--- config.mk ---
export PLATFORM = sky130hd
export DESIGN_NAME = atpg_entry_ctl
export DESIGN_NICKNAME = d
export VERILOG_FILES = /design/src/rtl/atpg_entry_ctl.sv
export SDC_FILE = /design/constraint.sdc
export NUM_CORES = 1
export LEC_CHECK = 0
export ABC_CLOCK_PERIOD_IN_PS = 2100
export BUFFER_PORTS_ARGS = -buffer_cell sky130_fd_sc_hd__buf_2
export CORE_UTILIZATION = 55
export CTS_CLUSTER_SIZE = 16
export DETAILED_ROUTE_END_ITERATION = 8
export GPL_TIMING_DRIVEN = 0
export PLACE_DENSITY = 0.73
export SLEW_MARGIN = 20
export SYNTH_ARGS = -nofsm -noshare
export SYNTH_HDL_FRONTEND = slang
export SYNTH_SLANG_ARGS = --single-unit
--- constraint.sdc ---
create_clock -name clk -period 2.1 [get_ports clk]
set_input_delay 0.105 -clock clk [delete_from_list [all_inputs] [get_ports clk]]
set_output_delay 0.105 -clock clk [all_outputs]
set_load 0.005 [all_outputs]
--- src/rtl/atpg_entry_ctl.sv ---
// Keyed production-test entry responder: sync pads, decode KEY+MODE, drive test mode.
// Latency: final MODE strobe to atpg_en/test_sel is one edge; TST release clears in 3 edges.
// Backpressure: none; tester paces SCL (>=3 cycles high/low), strobes outside KEY/MODE ignored.
module atpg_entry_ctl #(
  parameter logic [15:0] KEY      = 16'h1127,
  parameter int          TO_CYC   = 1023,
  parameter int          MAX_FAIL = 3
) (
  input  logic       clk,
  input  logic       rstz,
  input  logic       tst_pad,
  input  logic       scl_pad,
  input  logic       sda_pad,
  output logic       atpg_en,
  output logic       scan_mode,
  output logic [3:0] test_sel,
  output logic       lockout,
  output logic [2:0] st
);

  localparam int TW = $clog2(TO_CYC + 1);
  localparam int FW = $clog2(MAX_FAIL + 1);

  localparam logic [TW-1:0] TMR_LAST = TW'(TO_CYC - 1);
  localparam logic [FW-1:0] FAIL_MAX = FW'(MAX_FAIL);

  localparam logic [2:0] ST_IDLE   = 3'd0;
  localparam logic [2:0] ST_KEY    = 3'd1;
  localparam logic [2:0] ST_MODE   = 3'd2;
  localparam logic [2:0] ST_ACTIVE = 3'd3;
  localparam logic [2:0] ST_LOCK   = 3'd4;

  // Pad synchronisers plus the delayed SCL copy used for edge detection
  logic [1:0] tst_sync_q;
  logic [1:0] scl_sync_q;
  logic [1:0] sda_sync_q;
  logic       scl_dly_q;

  // Control state
  logic [2:0]    state_q, state_d;
  logic [14:0]   shr_q, shr_d;
  logic [4:0]    cnt_q, cnt_d;
  logic [TW-1:0] tmr_q, tmr_d;
  logic [FW-1:0] fail_q, fail_d;

  // Registered outputs
  logic       atpg_en_q, atpg_en_d;
  logic       scan_mode_q, scan_mode_d;
  logic [3:0] test_sel_q, test_sel_d;
  logic       lockout_q, lockout_d;

  logic        tst_s;
  logic        sda_s;
  logic        stb;
  logic        timeout;
  logic [15:0] shr_nx;
  logic [FW-1:0] fail_inc;

  assign tst_s    = tst_sync_q[1];
  assign sda_s    = sda_sync_q[1];
  assign stb      = scl_sync_q[1] & ~scl_dly_q;
  assign timeout  = (tmr_q == TMR_LAST);
  // The 16th bit only matters in the cycle it arrives, so it is never stored
  assign shr_nx   = {shr_q, sda_s};
  assign fail_inc = (fail_q == FAIL_MAX) ? fail_q : fail_q + 1'b1;

  // State register: synchronisers, FSM state, datapath and output flops
  always_ff @(posedge clk or negedge rstz) begin
    if (!rstz) begin
      tst_sync_q  <= '0;
      scl_sync_q  <= '0;
      sda_sync_q  <= '0;
      scl_dly_q   <= 1'b0;
      state_q     <= ST_IDLE;
      shr_q       <= '0;
      cnt_q       <= '0;
      tmr_q       <= '0;
      fail_q      <= '0;
      atpg_en_q   <= 1'b0;
      scan_mode_q <= 1'b0;
      test_sel_q  <= '0;
      lockout_q   <= 1'b0;
    end else begin
      tst_sync_q  <= {tst_sync_q[0], tst_pad};
      scl_sync_q  <= {scl_sync_q[0], scl_pad};
      sda_sync_q  <= {sda_sync_q[0], sda_pad};
      scl_dly_q   <= scl_sync_q[1];
      state_q     <= state_d;
      shr_q       <= shr_d;
      cnt_q       <= cnt_d;
      tmr_q       <= tmr_d;
      fail_q      <= fail_d;
      atpg_en_q   <= atpg_en_d;
      scan_mode_q <= scan_mode_d;
      test_sel_q  <= test_sel_d;
      lockout_q   <= lockout_d;
    end
  end

  // Next state: TST release beats timeout, timeout beats strobe, strobe beats hold
  always_comb begin
    state_d = state_q;
    shr_d   = shr_q;
    cnt_d   = cnt_q;
    tmr_d   = tmr_q;
    fail_d  = fail_q;
    if (!tst_s) begin
      state_d = ST_IDLE;
    end else begin
      case (state_q)
        ST_IDLE: begin
          if (lockout_q) begin
            state_d = ST_LOCK;
          end else begin
            state_d = ST_KEY;
            shr_d   = '0;
            cnt_d   = '0;
            tmr_d   = '0;
          end
        end
        ST_KEY: begin
          if (timeout) begin
            state_d = ST_IDLE;
          end else if (stb) begin
            shr_d = shr_nx[14:0];
            tmr_d = '0;
            if (cnt_q == 5'd15) begin
              cnt_d = '0;
              if (shr_nx == KEY) begin
                state_d = ST_MODE;
              end else begin
                state_d = ST_LOCK;
                fail_d  = fail_inc;
              end
            end else begin
              cnt_d = cnt_q + 5'd1;
            end
          end else begin
            tmr_d = tmr_q + 1'b1;
          end
        end
        ST_MODE: begin
          if (timeout) begin
            state_d = ST_IDLE;
          end else if (stb) begin
            shr_d = shr_nx[14:0];
            tmr_d = '0;
            if (cnt_q == 5'd7) begin
              cnt_d = '0;
              if (shr_nx[7:4] == 4'hA) begin
                state_d = ST_ACTIVE;
                fail_d  = '0;
              end else begin
                state_d = ST_LOCK;
                fail_d  = fail_inc;
              end
            end else begin
              cnt_d = cnt_q + 5'd1;
            end
          end else begin
            tmr_d = tmr_q + 1'b1;
          end
        end
        ST_ACTIVE: state_d = ST_ACTIVE;
        ST_LOCK:   state_d = ST_LOCK;
        default:   state_d = ST_IDLE;
      endcase
    end
  end

  // Outputs: computed from the next state so every output pin is a plain flop
  always_comb begin
    atpg_en_d  = (state_d == ST_ACTIVE);
    test_sel_d = 4'h0;
    if (state_d == ST_ACTIVE) begin
      test_sel_d = (state_q == ST_MODE) ? shr_nx[3:0] : test_sel_q;
    end
    scan_mode_d = atpg_en_d && (test_sel_d == 4'h0);
    lockout_d   = lockout_q | (fail_d == FAIL_MAX);
  end

  assign atpg_en   = atpg_en_q;
  assign scan_mode = scan_mode_q;
  assign test_sel  = test_sel_q;
  assign lockout   = lockout_q;
  assign st        = state_q;

endmodule

Yosys cells after proc, flatten, opt, wreduce, memory -nomap -nowiden
Index checks and enable logic that the tools add are counted.
{"block": "classes", "addsub": 3, "n_eq_ne": 19, "muxes": 40, "bitwise": 3, "reduce_logical": 9}
{"op": "15-bit 2-to-1 mux", "count": 3}
{"op": "5-bit 2-to-1 mux", "count": 7}
{"op": "10-bit 2-to-1 mux", "count": 3}
{"op": "3-bit 2-to-1 mux", "count": 10}
{"op": "15-bit case mux with 2 select lines", "count": 1}
{"op": "2-bit 2-to-1 mux", "count": 10}
{"op": "10-bit case mux with 2 select lines", "count": 1}
{"op": "16-bit by 13-bit == test with 1-bit output, second input constant", "count": 1}
{"op": "3-bit case mux with 5 select lines", "count": 1}
{"op": "5-bit case mux with 3 select lines", "count": 1}
{"op": "2-bit != test, second input constant", "count": 6}
{"op": "10-bit by 1-bit adder with 10-bit output, second input constant", "count": 1}
{"op": "10-bit == test, second input constant", "count": 1}
{"op": "3-bit by 2-bit == test with 1-bit output, second input constant", "count": 3}
{"op": "4-bit 2-to-1 mux", "count": 2}
{"op": "7-bit AND reduction", "count": 1}
{"op": "5-bit by 1-bit adder with 5-bit output, second input constant", "count": 1}
{"op": "5-bit by 3-bit == test with 1-bit output, second input constant", "count": 1}
{"op": "5-bit by 4-bit == test with 1-bit output, second input constant", "count": 1}
{"op": "5-bit AND reduction", "count": 1}
{"op": "2-bit == test, second input constant", "count": 2}
{"op": "4-bit == test, second input constant", "count": 1}
{"op": "4-bit logical NOT", "count": 1}
{"op": "2-bit case mux with 2 select lines", "count": 1}
{"op": "other kinds (13)", "count": 13}
{"block": "word_totals", "ff_bits": 49, "inputBits": 5, "out_inout_bits": 10, "wordCells": 87}

Depth between registers and ports, before layout
Gate-level depths: netlist (run 1).
{"block": "depth", "depth_word": 11, "depth_mapped": 9, "mapped_depth_nobuf": 8}

Worst setup path before layout (run 1)
OpenSTA, ideal clock, no wires.
{"block": "synth_timing", "kind": "register to register", "startpoint": "register state_q[1] (netlist: st[1])", "endpoint": "register cnt_q[2]", "setup_time_ns": 0.066, "arrival_time_ns": 1.759, "t_required_ns": 2.034, "slack_ns": 0.275, "stages_incl_launch_ff": 6, "n_path_buf": 1, "synth_period_minus_slack_ns": 1.825, "path_cell_list": "dfrtp_1 -> buf_6 -> or3_4 -> a221o_1 -> or4b_1 -> nand2_1"}
{"block": "synth_via", "elab_chain_cells": 3, "word_cells_on_any_way": 11, "cone_classes": "eq/ne (7); mux (1); reduce/logical (3)"}
{"item": "start, declared", "line_no": "40", "rtl": "logic [2:0] state_q, state_d;"}
{"item": "start signal, assigned", "line_no": "88", "rtl": "state_q <= state_d;"}
{"item": "3-bit by 1-bit == test with 1-bit output, or another cell as far along", "line_no": "110", "rtl": "case (state_q)"}
{"item": "2-bit != test (no line) / 3-bit nonzero test (equally long branches)"}
{"item": "7-bit AND reduction (no line)"}
{"item": "end signal, assigned", "line_no": "90", "rtl": "cnt_q <= cnt_d;"}
{"item": "end, declared", "line_no": "42", "rtl": "logic [4:0] cnt_q, cnt_d;"}
Parallel ways exist; a longest one is shown, timed or not.
A chain may end at the register's enable or synchronous reset.

Worst setup path after layout (run 1)
{"block": "layout_timing", "startpoint": "register state_q[1] (netlist: st[1])", "endpoint": "register tmr_q[5]"}
{"block": "layout_via", "elab_chain_cells": 4, "word_cells_on_any_way": 9, "cone_classes": "eq/ne (4); mux (1); reduce/logical (4)"}
{"item": "3-bit by 2-bit == test with 1-bit output / 3-bit by 1-bit == test with 1-bit output (equally long branches)", "line_no": "110"}
{"item": "2-bit OR reduction (no line)"}
{"item": "2-bit != test (no line) / 2-bit nonzero test (equally long branches)"}
{"item": "4-bit AND reduction (no line)"}
{"item": "end signal, assigned", "line_no": "91", "rtl": "tmr_q <= tmr_d;"}
{"item": "end, declared", "line_no": "43", "rtl": "logic [TW-1:0] tmr_q, tmr_d;"}
Parallel ways exist; a longest one is shown, timed or not.

==> results of run 1 <==
==> timing repair <==
action / CTS / global route
pin swaps: 0 / 2
endpoints found under the setup margin: 20 / 28
resized for setup: 2 / 8
hold buffers: 3 / 1
buffers inserted: 0 / 3
endpoints found under the hold margin: 3 / 49
==> kinds of logic (layout without fill, tap and decap cells) <==
logic type      after synthesis  after routing
buf+inv                      21             49
mux                           4              4
flops                        49             49
compound gates               69             69
fa+ha+maj                     6              6
simple gates                108            108
==> synthesized netlist by cell type (3+ instances only) <==
cell and number:
o21ai_0 32, buf_2 4, mux2i_1 4, nand2b_1 6, nand2_1 43, nand3_1 9
a21oi_1 4, inv_1 9, nor2b_1 4, nor2_1 13, ha_1 6, a31oi_1 3
o31ai_1 7, clkbuf_1 4, nor3_1 11, a211oi_1 3, and3_1 3, dfrtp_1 49
==> area by class of cell <==
| cell class | count | area (um2) | area share (%) |
|---|---|---|---|
| flip-flops and latches | 49 | 1230 | 43.3 |
| clock inverters | 3 | 46.3 | 1.63 |
| inverters | 9 | 33.8 | 1.19 |
| well taps | 52 | 65.1 | 2.29 |
| repair buffers | 21 | 135 | 4.76 |
| clock buffers | 5 | 68.8 | 2.43 |
| multi-input cells | 187 | 1190 | 42.0 |
| plain buffers | 11 | 70.1 | 2.47 |
==> worst min path at each step <==
stage | start | end | slack, ps | depth (start not counted)
final | rstz | lockout | 340 | 2
after CTS | rstz | st[2] | 20 | 1
after detailed placement | sda_pad | sda_sync_q[0] | 210 | 1
after global routing | scl_sync_q[0] | scl_sync_q[1] | 360 | 0
after global placement | tst_pad | tst_sync_q[0] | 210 | 1
after floorplan | rstz | atpg_en | -190 | 0
==> stage by stage <==
stage	utilization, %	cells	area (um2)	hold slack, ps
6_report	65.2	337	2840	341
5_1_grt	65.2	337	2840	362
4_1_cts	63.6	334	2770	21.6
3_5_place_dp	60.1	323	2620	215
3_3_place_gp	60.1	323	2620	214
2_1_floorplan	-	257	2480	-191
==> cells in the final DEF, fill, tap and decap left out, types with 2 or more instances in the layout <==
| master | instances |
|---|---|
| nor3_1 | 10 |
| inv_1 | 9 |
| and3_1 | 3 |
| dlygate4sd3_1 | 4 |
| nand2_1 | 43 |
| ha_1 | 6 |
| a211oi_1 | 3 |
| nand2b_1 | 6 |
| a211o_1 | 2 |
| buf_6 | 2 |
| mux2i_1 | 4 |
| nor4b_1 | 2 |
| o21ai_0 | 32 |
| clkbuf_1 | 2 |
| clkbuf_8 | 5 |
| a2bb2oi_1 | 2 |
| nand3_1 | 9 |
| nor2_1 | 13 |
| a31oi_1 | 3 |
| dfrtp_1 | 48 |
| a21oi_1 | 3 |
| and4_1 | 2 |
| nor2b_1 | 4 |
| buf_2 | 17 |
| o31ai_1 | 7 |
| buf_4 | 6 |
==> power by group through the flow <==
stage	clock [mW]	sequential (mW)	combinational (mW)
after floorplan	0	1.02	0.114
after global placement	0	1.03	0.165
after detailed placement	0	1.03	0.168
after CTS	0.693	1.01	0.174
after global routing	0.732	1.02	0.213
final	0.673	1.01	0.186
==> sequential cells by signal, summed over array words and instances (netlist names) <==
| register | count |
|---|---|
| test_sel | 4 |
| scl_sync_q | 2 |
| sda_sync_q | 2 |
| scan_mode | 1 |
| lockout | 1 |
| scl_dly_q | 1 |
| atpg_en | 1 |
| shr_q | 15 |
| fail_q | 2 |
| cnt_q | 5 |
| tst_sync_q | 2 |
| st | 3 |
| tmr_q | 10 |
==> metal layers <==
layer	GRT usage [%]	part of all wire [%]	vias up
li1	-	-	983
met1	30.3	46	955
met2	36.5	49	33
met3	4.68	2.9	6
met4	7.03	1.3	0
met5	0	0	-
==> worst max-delay path, stage by stage, from the launching register on <==
cell and delay, ps:
dfrtp_1 390, buf_6 150, nand2b_1 220, a211o_1 300
buf_2 190, or2_0 200, buf_2 180, o41ai_2 270
==> impl_results.md, run 1 <==
* Startpoint types: flip-flop
* Asr flop ratio synth at 100%
* Clk root buf: clkbuf_8
* Post-route setup TNS at 0 ps
* Syn nets at 268
* Dominant synthesized flop cell: dfrtp_1
* Worst Skew at approximately 5.6 ps
* Main combinational cell family by area after synthesis: simple AND/OR/NAND/NOR gates
* Drt first pass iters at 4
* Post-synthesis simple-gate area fraction at a little under a quarter
* Distinct cells, synth at 53
* Synth Cell Area at roughly 2500 um2
* HP Class: in -> async
* Pin count of the biggest net entering global routing at 50
* # DRC at 0
* Die width at 69.2 um
* Nets@finish at between 200 and 300
* Clk sinks at a little under 50
* Crit path max fanout at 10
* Post-synthesis compound-gate area fraction at between 10% and 20%
* CTS Buf Count at 5
* Worst IR Drop VDD at about 0.00054 V
* Final WS setup at roughly 110 ps
* TritonCTS clock tree: built
* Leakage at between 1 and 1.5 nW
* Dpl ws at -100 ps
* R2r endpoint: tmr_q[5]
* Gpl congestion at between 0.8 and 0.9
* Clk slew on worst S/H paths at 90 ps
* Synth top area share at 49.4%
* Antenna violations before repair at 0
* Worst slew pin tran at 581 ps
* Largest cells by area after synthesis: dfrtp_1, nand2_1, o21ai_0
* Switching Fraction at about 25%
* Period utilization at about 95%
* Synth Register Bits at 49
* Worst Setup EP: tmr_q[5]
* Number of synthesized flops with an enable pin at 0
* Slew HR at ~61%
* Vias in the first global route at about 1,900
* HPWL Detailed at between 3 and 4 mm
* Highest clock rate at about 500 MHz
* R2R depth at 7
* Worst reg2reg startpoint: st[1]
* Port Buffers at 14
* Finish-stage setup viols at 0
* Xor/xnor cell area share of the yosys netlist at 0%
* Layout cell share with drive strength beyond 1 at between 10% and 20%
* Die area at roughly 4800 um2
* NetSw at between 0.4 and 0.5 mW
* Avg Synthesized Cell Area at 9.65 um2
* Final WL at 4.96 mm
* Part of the power in registers at approximately 54%
* Worst Path Arrival at 2200 ps
* Hold Vio Cnt, Final at 0
* Internal power at between 1 and 1.5 mW
* CP startpoint: st[1]
* Worst-skew pair later-pin latency at ~300 ps
* Minimum clock period at between 1500 and 2000 ps
* Congestion Overflow GR at 0
* Remaining antenna violation count after routing at 0
* Power, Total at between 1.5 and 2 mW
* Multiplexer area fraction after synthesis at between 1.5 and 2%
* YS warnings at 0
* Post-synthesis adder-cell area fraction at 3.03%
* Boundary pin count at 15
* Max-slew violations at 0
* Combinational Power Share at roughly 10%
* Routed len/inst at between 10 and 15 um
* All-layer global routing usage at 22.5%
* Clock share of power at a little over a third
* First-pass GRT wire length at 8.60 mm
* Vias per cell at between 5 and 6
* # rows at 24
* Htree depth at 2
* Cell count after synthesis at roughly 260
* DRT iter0 DRCs at ~170
* Flop2flop setup slack at roughly 110 ps
* Core Region at 4350 um2
* Cell accounting for the most synthesized area: dfrtp_1
* Fraction of the yosys area taken by sequential cells at just under 50%
* WP data required at between 2000 and 2500 ps
* Worst Setup Path Type: reg -> reg
* Routed via count at between 1,500 and 2,000
* PwrDens at roughly 660 nW/um2
* Fillers at around 330
* Area delta synth->final at 14.4%
* Max_cap viols at 0
* Initial core utilization at between 50% and 60%
* Antenna cells at 0
* Status: complete, no violations
* Setup crit end kind: flip-flop
* Clk buf depth at 2
* Die Ht at 69.2 um
* RSZ-0062 raised after global routing: yes
(Power assumes the default switching activity.)
==> inputs of run 2 (changes only) <==
Settings changed: CORE_ASPECT_RATIO set to 0.7, CORE_MARGIN set to 5, REMOVE_ABC_BUFFERS set to 1.
==> run 2 against run 1 <==
Net effect: fmax shrank 2.2%; global-route usage is 3.8 points lower; sequential power is essentially flat; count of clock-buffer cells in the layout is the same; largest power group unchanged; critical endpoint is now cnt_q[2]; die area grew 25%; total power shrank 3.2%; core utilization up 2.2 points; register-to-register slack got worse by 40 ps; cell count up 1.8%; worst hold slack gained 7.4 ps; worst setup slack got worse by 45 ps.
==> impl_results.md, run 2 (same netlist as run 1, synthesis figures left out) <==
* Die Ht at 66.2 um (was 69.2 um)
* Port Buffers at 14 (unchanged)
* Layout cell share with drive strength beyond 1 at 24.0% (was 17.2%)
* Setup crit end kind: flip-flop (unchanged)
* Die width at 90.3 um (was 69.2 um)
* DRT iter0 DRCs at 104 (was 171)
* Final Util at 67.4% (was 65.2%)
* PwrDens at 616 nW/um2 (was 658 nW/um2)
* Slew HR at 59.2% (was 61.3%)
* Worst slew pin tran at 613 ps (was 581 ps)
* Max-slew violations at 0 (unchanged)
* Startpoint types: flip-flop (unchanged)
* Htree depth at 2 (unchanged)
* Congestion Overflow GR at 0 (unchanged)
* CP cell instances: buf_4 > nor2b_4 > o32ai_4 > a221o_4 > or4b_1 > nand2_1 (was buf_6 > nand2b_1 > a211o_1 > buf_2 > or2_0 > buf_2 > o41ai_2)
* # rows at 20 (was 24)
* Worst Skew at 8.29 ps (was 5.58 ps)
* Slowest CP cell: a221o_4 (was dfrtp_1)
* Finish-stage setup viols at 0 (unchanged)
* Worst-skew pair later-pin latency at 310 ps (was 300 ps)
* WP data required at 2350 ps (was 2310 ps)
* Top Registers: shr_q x15, tmr_q x10, cnt_q x5 (unchanged)
* Worst Setup Path Type: reg -> reg (unchanged)
* All-layer global routing usage at 18.7% (was 22.5%)
* Core Region at 4350 um2 (unchanged)
* Minimum clock period at 2040 ps (was 1990 ps)
* Final WL at 5.63 mm (was 4.96 mm)
* Vias in the first global route at 1,786 (was 1,856)
* TritonCTS clock tree: built (unchanged)
* Worst IR Drop VDD at 0.000424 V (was 0.000542 V)
* Commonest non-fill, non-tap cell in the layout: dfrtp_1 (unchanged)
* # DRC at 0 (unchanged)
* Vias per cell at 5.87 (about the same)
* Antenna violations before repair at 0 (unchanged)
* Clk slew on worst S/H paths at 100 ps (was 90 ps)
* Period utilization at 97.0% (was 94.9%)
* Drt first pass iters at 4 (unchanged)
* Status: complete, no violations (unchanged)
* Clk root buf: clkbuf_8 (unchanged)
* Highest clock rate at 491 MHz (was 502 MHz)
* Die area at 5970 um2 (was 4780 um2)
* Power, Total at 1.81 mW (was 1.87 mW)
* CTS Buf Count at 5 (unchanged)
* Antenna cells at 0 (unchanged)
* Area delta synth->final at 18.3% (was 14.4%)
* Crit path max fanout at 7 (was 10)
* First-pass GRT wire length at 8.86 mm (was 8.60 mm)
* Clk sinks at 49 (unchanged)
* Routed via count at 2,014 (was 1,977)
* Leakage at 1.25 nW (was 1.22 nW)
* Pin count of the biggest net entering global routing at 50 (unchanged)
* Most flops, register: shr_q (unchanged)
* Boundary pin count at 15 (unchanged)
* Max_cap viols at 0 (unchanged)
* Gpl congestion at 0.854 (was 0.851)
* CP peak stage delay at 500 ps (was 390 ps)
* Hold Vio Cnt, Final at 0 (unchanged)
* Routed len/inst at 16.4 um (was 14.7 um)
* Flop2flop setup slack at 60 ps (was 110 ps)
* R2R depth at 6 (was 7)
* Largest register FFs at 15 (unchanged)
* Clk buf depth at 2 (unchanged)
* Most frequent cells in the layout: dfrtp_1, nand2_1, o21ai_0 (unchanged)
* Worst Path Arrival at 2290 ps (was 2200 ps)
* HP Class: in -> async (unchanged)
* HPWL Detailed at 3.31 mm (was 3.39 mm)
* Nets@finish at 298 (was 295)
* Initial core utilization at 57.0% (unchanged)
* Remaining antenna violation count after routing at 0 (unchanged)
-- run 2: final timing paths --
check / endpoint / start
worst min register to register: scl_sync_q[1] / scl_sync_q[0]
worst max register to register: cnt_q[2] / st[1]
max in group asynchronous: st[0] / rstz
min in group clk: scl_sync_q[1] / scl_sync_q[0]
worst min-delay path: shr_q[12] / rstz
worst max-delay path: cnt_q[2] / st[1]
-- run 2: worst max-delay path, delay by kind of cell, from the launching register on --
kind            cells  cell delay [ps]
buf+inv             1              150
simple gates        3              720
flops               1              460
compound gates      2              640
-- run 2: metrics by stage --
stage	setup slack [ps]	area, um2	std cells	setup TNS, ps	hold slack [ps]
2_1_floorplan	-429	2410	245	-7500	-191
3_3_place_gp	-1070	2550	314	-21260	214
3_5_place_dp	-736	2550	314	-14640	215
4_1_cts	2.18	2740	329	0	16.5
5_1_grt	-6.18	2930	343	-6.18	364
6_report	62.4	2930	343	0	349
-- run 2: final cells by class --
class | instances | area (um2)
Fill cell | 349 | 1420
Multi-Input combinational cell | 189 | 1280
Sequential cell | 49 | 1230
Timing Repair Buffer | 33 | 223
Clock buffer | 5 | 68.8
Tap cell | 55 | 68.8
Inverter | 9 | 33.8
Clock inverter | 3 | 25.0
-- run 2: what timing repair did --
| action | CTS | global route |
|---|---|---|
| pin swaps | 1 | 2 |
| setup buffers | 2 | 13 |
| endpoints found under the hold margin | 3 | 49 |
| resized for setup | 9 | 20 |
| cloned | 2 | 0 |
| hold buffers | 3 | 1 |
| endpoints found under the setup margin | 29 | 21 |
-- run 2: metal layers --
| metal | up-vias | global-route usage (%) | share of wire [%] |
|---|---|---|---|
| met5 | - | 0 | 0 |
| met4 | 0 | 6.13 | 1.3 |
| met3 | 10 | 3.64 | 3.2 |
| met2 | 33 | 28.2 | 44 |
| met1 | 981 | 27.1 | 51 |
| li1 | 990 | - | - |
-- run 2: report_power, final --
group	total (mW)	switching [mW]	leakage, nW	internal [mW]
registers	1.01	0.0341	0.657	0.977
clock network	0.587	0.344	0.0452	0.243
logic	0.210	0.128	0.548	0.0822
total	1.81	0.506	1.25	1.30
